<file path="config.mk">
export PLATFORM = sky130hd
export DESIGN_NAME = cpu_out_uart
export DESIGN_NICKNAME = d
export VERILOG_FILES = /design/src/rtl/cpu_out_uart.sv
export SDC_FILE = /design/constraint.sdc
export NUM_CORES = 1
export LEC_CHECK = 0
export ABC_AREA = 1
export CAP_MARGIN = 20
export CORE_MARGIN = 2
export CORE_UTILIZATION = 51
export DETAILED_ROUTE_END_ITERATION = 10
export DONT_BUFFER_PORTS = 1
export GPL_ROUTABILITY_DRIVEN = 0
export PLACE_DENSITY = 0.66
export SYNTH_ARGS = -nofsm -noshare
export SYNTH_HDL_FRONTEND = slang
export SYNTH_SLANG_ARGS = --single-unit
</file>
<file path="constraint.sdc">
create_clock -name clk -period 2.1 [get_ports clk]
set_input_delay 0.315 -clock clk [delete_from_list [all_inputs] [get_ports clk]]
set_output_delay 0.315 -clock clk [all_outputs]
set_load 0.03 [all_outputs]
</file>
<file path="src/rtl/cpu_out_uart.sv">
// Captures CPU output-register writes into a small FIFO and serialises them as UART frames on tx.
// Optional macro PARITY_EN inserts an even-parity bit between the data bits and the stop bit.
module cpu_out_uart #(
    parameter int CLKS_PER_BIT = 16,
    parameter int FIFO_LOG2    = 2
) (
    input  logic       clk,
    input  logic       reset,
    input  logic       loadQ,
    input  logic [7:0] qbus,
    output logic       tx,
    output logic       full,
    output logic       busy,
    output logic       dropped
);

    localparam int DEPTH = 1 << FIFO_LOG2;
    localparam int CNT_W = $clog2(CLKS_PER_BIT);
    localparam logic [CNT_W-1:0]   LAST_CNT  = CNT_W'(CLKS_PER_BIT - 1);
    localparam logic [FIFO_LOG2:0] DEPTH_CNT = (FIFO_LOG2 + 1)'(DEPTH);

    typedef enum logic [2:0] {
        IDLE,
        START,
        DATA,
`ifdef PARITY_EN
        PARITY,
`endif
        STOP
    } state_t;

    logic [7:0]           fifoMem [DEPTH];
    logic [FIFO_LOG2-1:0] wrPtr;
    logic [FIFO_LOG2-1:0] rdPtr;
    logic [FIFO_LOG2:0]   count;
    state_t               state;
    state_t               stateNext;
    logic [CNT_W-1:0]     baudCnt;
    logic [2:0]           bitIdx;
    logic [7:0]           shiftReg;
    logic                 txNext;
    logic                 fifoFull;
    logic                 doWrite;
    logic                 doPop;
    logic                 bitEnd;

`ifdef PARITY_EN
    logic parityBit;

    function automatic logic evenParity(input logic [7:0] b);
        return ^b;
    endfunction
`endif

    assign fifoFull = (count == DEPTH_CNT);
    assign doWrite  = loadQ && !fifoFull;
    assign doPop    = (state == IDLE) && (count != '0);
    assign bitEnd   = (baudCnt == LAST_CNT);

    // FIFO storage is pure data and is left unreset; only pointers and count are cleared.
    always_ff @(posedge clk) begin
        if (doWrite) begin
            fifoMem[wrPtr] <= qbus;
        end
    end

    always_ff @(posedge clk) begin
        if (reset) begin
            wrPtr   <= '0;
            rdPtr   <= '0;
            count   <= '0;
            dropped <= 1'b0;
        end else begin
            if (doWrite) begin
                wrPtr <= wrPtr + 1'b1;
            end
            if (doPop) begin
                rdPtr <= rdPtr + 1'b1;
            end
            if (loadQ && fifoFull) begin
                dropped <= 1'b1;
            end
            case ({doWrite, doPop})
                2'b10:   count <= count + 1'b1;
                2'b01:   count <= count - 1'b1;
                default: count <= count;
            endcase
        end
    end

    always_ff @(posedge clk) begin
        if (reset) begin
            state <= IDLE;
        end else begin
            state <= stateNext;
        end
    end

    always_comb begin
        stateNext = state;
        case (state)
            IDLE:  if (count != '0) stateNext = START;
            START: if (bitEnd) stateNext = DATA;
            DATA: begin
                if (bitEnd && bitIdx == 3'd7) begin
`ifdef PARITY_EN
                    stateNext = PARITY;
`else
                    stateNext = STOP;
`endif
                end
            end
`ifdef PARITY_EN
            PARITY: if (bitEnd) stateNext = STOP;
`endif
            STOP:  if (bitEnd) stateNext = IDLE;
            default: stateNext = IDLE;
        endcase
    end

    // tx is registered, so it is computed from the state being entered on this edge.
    always_comb begin
        txNext = 1'b1;
        case (stateNext)
            START:  txNext = 1'b0;
            DATA:   txNext = (state == DATA && bitEnd) ? shiftReg[1] : shiftReg[0];
`ifdef PARITY_EN
            PARITY: txNext = parityBit;
`endif
            default: txNext = 1'b1;
        endcase
        busy = (state != IDLE) || (count != '0);
        full = fifoFull;
    end

    always_ff @(posedge clk) begin
        if (reset) begin
            tx      <= 1'b1;
            baudCnt <= '0;
            bitIdx  <= '0;
        end else begin
            tx <= txNext;
            if (state == IDLE) begin
                baudCnt <= '0;
                bitIdx  <= '0;
            end else begin
                baudCnt <= bitEnd ? '0 : baudCnt + 1'b1;
                if (state == DATA && bitEnd) begin
                    bitIdx <= bitIdx + 1'b1;
                end
            end
        end
    end

    always_ff @(posedge clk) begin
        if (doPop) begin
            shiftReg <= fifoMem[rdPtr];
        end else if (state == DATA && bitEnd) begin
            shiftReg <= shiftReg >> 1;
        end
    end

`ifdef PARITY_EN
    always_ff @(posedge clk) begin
        if (doPop) begin
            parityBit <= evenParity(fifoMem[rdPtr]);
        end
    end
`endif

endmodule

</file>
==> impl_metrics.csv <==
group,metric,value,unit
yosys,synth_ff_type,"edfxtp_1",
floorplanning,start_util,54.0,%
final_layout,fin_area,0.00290,mm^2
grt,grt_pass1_wl,6670,um
clock_tree,clkLatencyLatePin,0.34,ns
routing,antenna_left,0,
grt,grtUsageTotal,17.2,%
sta,hold_violations,0,
sta,fin_crit,1.88,ns
sta,finalHoldWorstSlack,0.0352,ns
floorplanning,std_cell_rows,25,
sta,fmax,533,MHz
yosys,yosysSeqAreaShare,62.4,%
final_layout,nets,270,
power,peakVddDrop,0.782,mV
floorplanning,die-area,0.00569,mm^2
yosys,synth_top_cells_by_count,"nor2_1 (51), edfxtp_1 (40), o21ai_0 (24)",
grt,antenna_found_initial,0,
grt,grt_start_max_net_pins,20,
critical_path,start_kind,"register",
clock_tree,cts.reportedPaths.clkPinSlew,0.07,ns
floorplanning,core,0.00482,mm^2
critical_path,critPathRequiredTime,2.37,ns
grt,grt_overflow,0,
critical_path,crit_fanout,3,
sta,finClkSkew,0.00568,ns
routing,wirelength,4020,um
final_layout,area_delta_synth_final,11.7,%
yosys,synth_area_per_cell,11.0,um^2
yosys,yosysWarnings,0,
routing,viasPerCell,5.00,
hold_path,hold_class,"in2reg",
sta,setup_tns,0,ns
power,totalPowerFinal,3.48,mW
routing,drc,0,
grt,grt_pass1_vias,1489,
power,leakagePower,1.13,nW
final_layout,layout-drive-gt1-share,16.5,%
routing,drt_iter0_drc,60,
status,outcome,"complete, no violations",
critical_path,critPathCaptureType,"register",
yosys,yosysMostFrequentCell,"nor2_1",
final_layout,antenna_cells,0,
place,placed_area,0.00270,mm^2
yosys,ys_seq_elements,61,
yosys,synth_cells,237,
yosys,ys_types,34,
critical_path,crit_type,"reg2reg",
power,p_per_area,1200,mW/mm^2
critical_path,cp.arrival,2.14,ns
floorplanning,num_io_pins,15,
clock_tree,cts_max_level,3,
yosys,syn_nets,257,
routing,vias,1610,
yosys,synth-edff-count,40,
sta,slew_viol_final,0,
sta,rsz0062_at_grt,"no",
sta,finalSetupViolCount,0,
yosys,async_flop_share,0,%
job,maxCapViolCount,0,
yosys,synth_top_area_share,46.2,%
sta,post-route-period-util,89.4,%
clock_tree,cts_tree,"yes",
place,io_buffers,0,
yosys,synth_area,0.00260,mm^2
yosys,synth.area.top_cells,"edfxtp_1 (46%), dfxtp_1 (16%), nor2_1 (7.4%), o21ai_0 (4.6%), ha_1 (3.8%)",
floorplanning,fp.dieH,75.4,um
routing,wl_per_cell,12.5,um
routing,drtPass1Iterations,5,
clock_tree,numCtsBuffers,9,
clock_tree,clock_sinks,61,
place,post-dp-hpwl,2720,um
yosys,yosysTopAreaCell,"edfxtp_1",
clock_tree,max-clock-path-buffers,2,
floorplanning,die_w,75.4,um
clock_tree,cts-root-buf,"clkbuf_8",
## worst paths after layout
| check | startpoint | endpoint | slack (ns) | cells past startpoint |
|---|---|---|---|---|
| max | count[1]$_SDFFE_PP0P_ | count[2]$_SDFFE_PP0P_ | 0.22 | 10 |
| min | reset | dropped$_SDFFE_PP0P_ | 0.04 | 1 |
| max reg2reg | count[1]$_SDFFE_PP0P_ | count[2]$_SDFFE_PP0P_ | 0.22 | 10 |
| min reg2reg | baudCnt[0]$_SDFF_PP0_ | baudCnt[0]$_SDFF_PP0_ | 0.45 | 1 |
## power breakdown
part,leakage (nW),switching [mW],internal [mW]
Sequential,0.540,0.104,1.51
Combinational,0.492,0.554,0.305
Clock,0.0935,0.464,0.550
## critical path: stages, from the launching register on
cell,delay [ns]
dfxtp_1,0.33
inv_1,0.13
nand3b_4,0.10
inv_2,0.11
nor2_8,0.05
ha_1,0.21
fa_2,0.35
a21oi_1,0.15
o21a_1,0.15
o21ai_0,0.09
a21oi_1,0.14
## cell usage in the layout (no fill, tap or decap), types with 3 or more instances in the layout
master	instances
a21oi_1	11
a31oi_1	6
buf_4	7
clkbuf_8	9
dfxtp_1	21
edfxtp_1	40
ha_1	8
inv_1	20
inv_2	4
nand2_1	12
nand2_4	3
nand3_1	6
nand4_1	3
nor2_1	51
nor2_4	3
o21ai_0	24
## registers in the layout (all words and copies together) (netlist names), named ones only
| signal | cells |
|---|---|
| fifoMem | 32 |
| shiftReg | 8 |
| baudCnt | 4 |
| bitIdx | 3 |
| count | 3 |
| state | 3 |
| rdPtr | 2 |
| wrPtr | 2 |
| dropped | 1 |
| tx | 1 |
## cells by family after synthesis
kind of cell               after synthesis  share of synthesized area (%)
DFF                                     61                           62.4
buffers and inverters                   30                           5.00
other                                    1                          0.144
xor gates and xnor gates                 2                          0.674
and+or+nand+nor                         88                           17.8
AOI/OAI and AO/OA                       46                           9.38
adders and majority gates                9                           4.62
## layout make-up
class,count,area [um^2]
multi-input combinational,146,851
fill,410,1910
tap,67,83.8
timing repair buffer,7,52.6
clock inverter,7,75.1
sequential,61,1620
inverter,25,96.3
clock buffer,9,124
## per-stage QoR
step / setup slack (ns) / instances / utilization [%]
after detailed placement: 0.162 / 305 / 55.9
final: 0.223 / 322 / 60.3
after floorplan: 0.201 / 237 / -
after global routing: 0.0762 / 322 / 60.3
after global placement: 0.234 / 305 / 55.9
after CTS: 0.144 / 321 / 60.1
## layer usage
layer	vias to the layer above	GRT usage, %	share of wire, %
met5	-	0	0
met4	0	7.60	1.2
li1	826	-	-
met2	40	27.8	48
met1	740	18.6	45
met3	4	9.39	6.1
## timing repair
item                                    in CTS  in global routing
setup buffers                                0                  1
hold buffers                                 0                  0
endpoints found under the setup margin       0                  2
gates resized for setup                      0                  1
(Power assumes the default switching activity.)
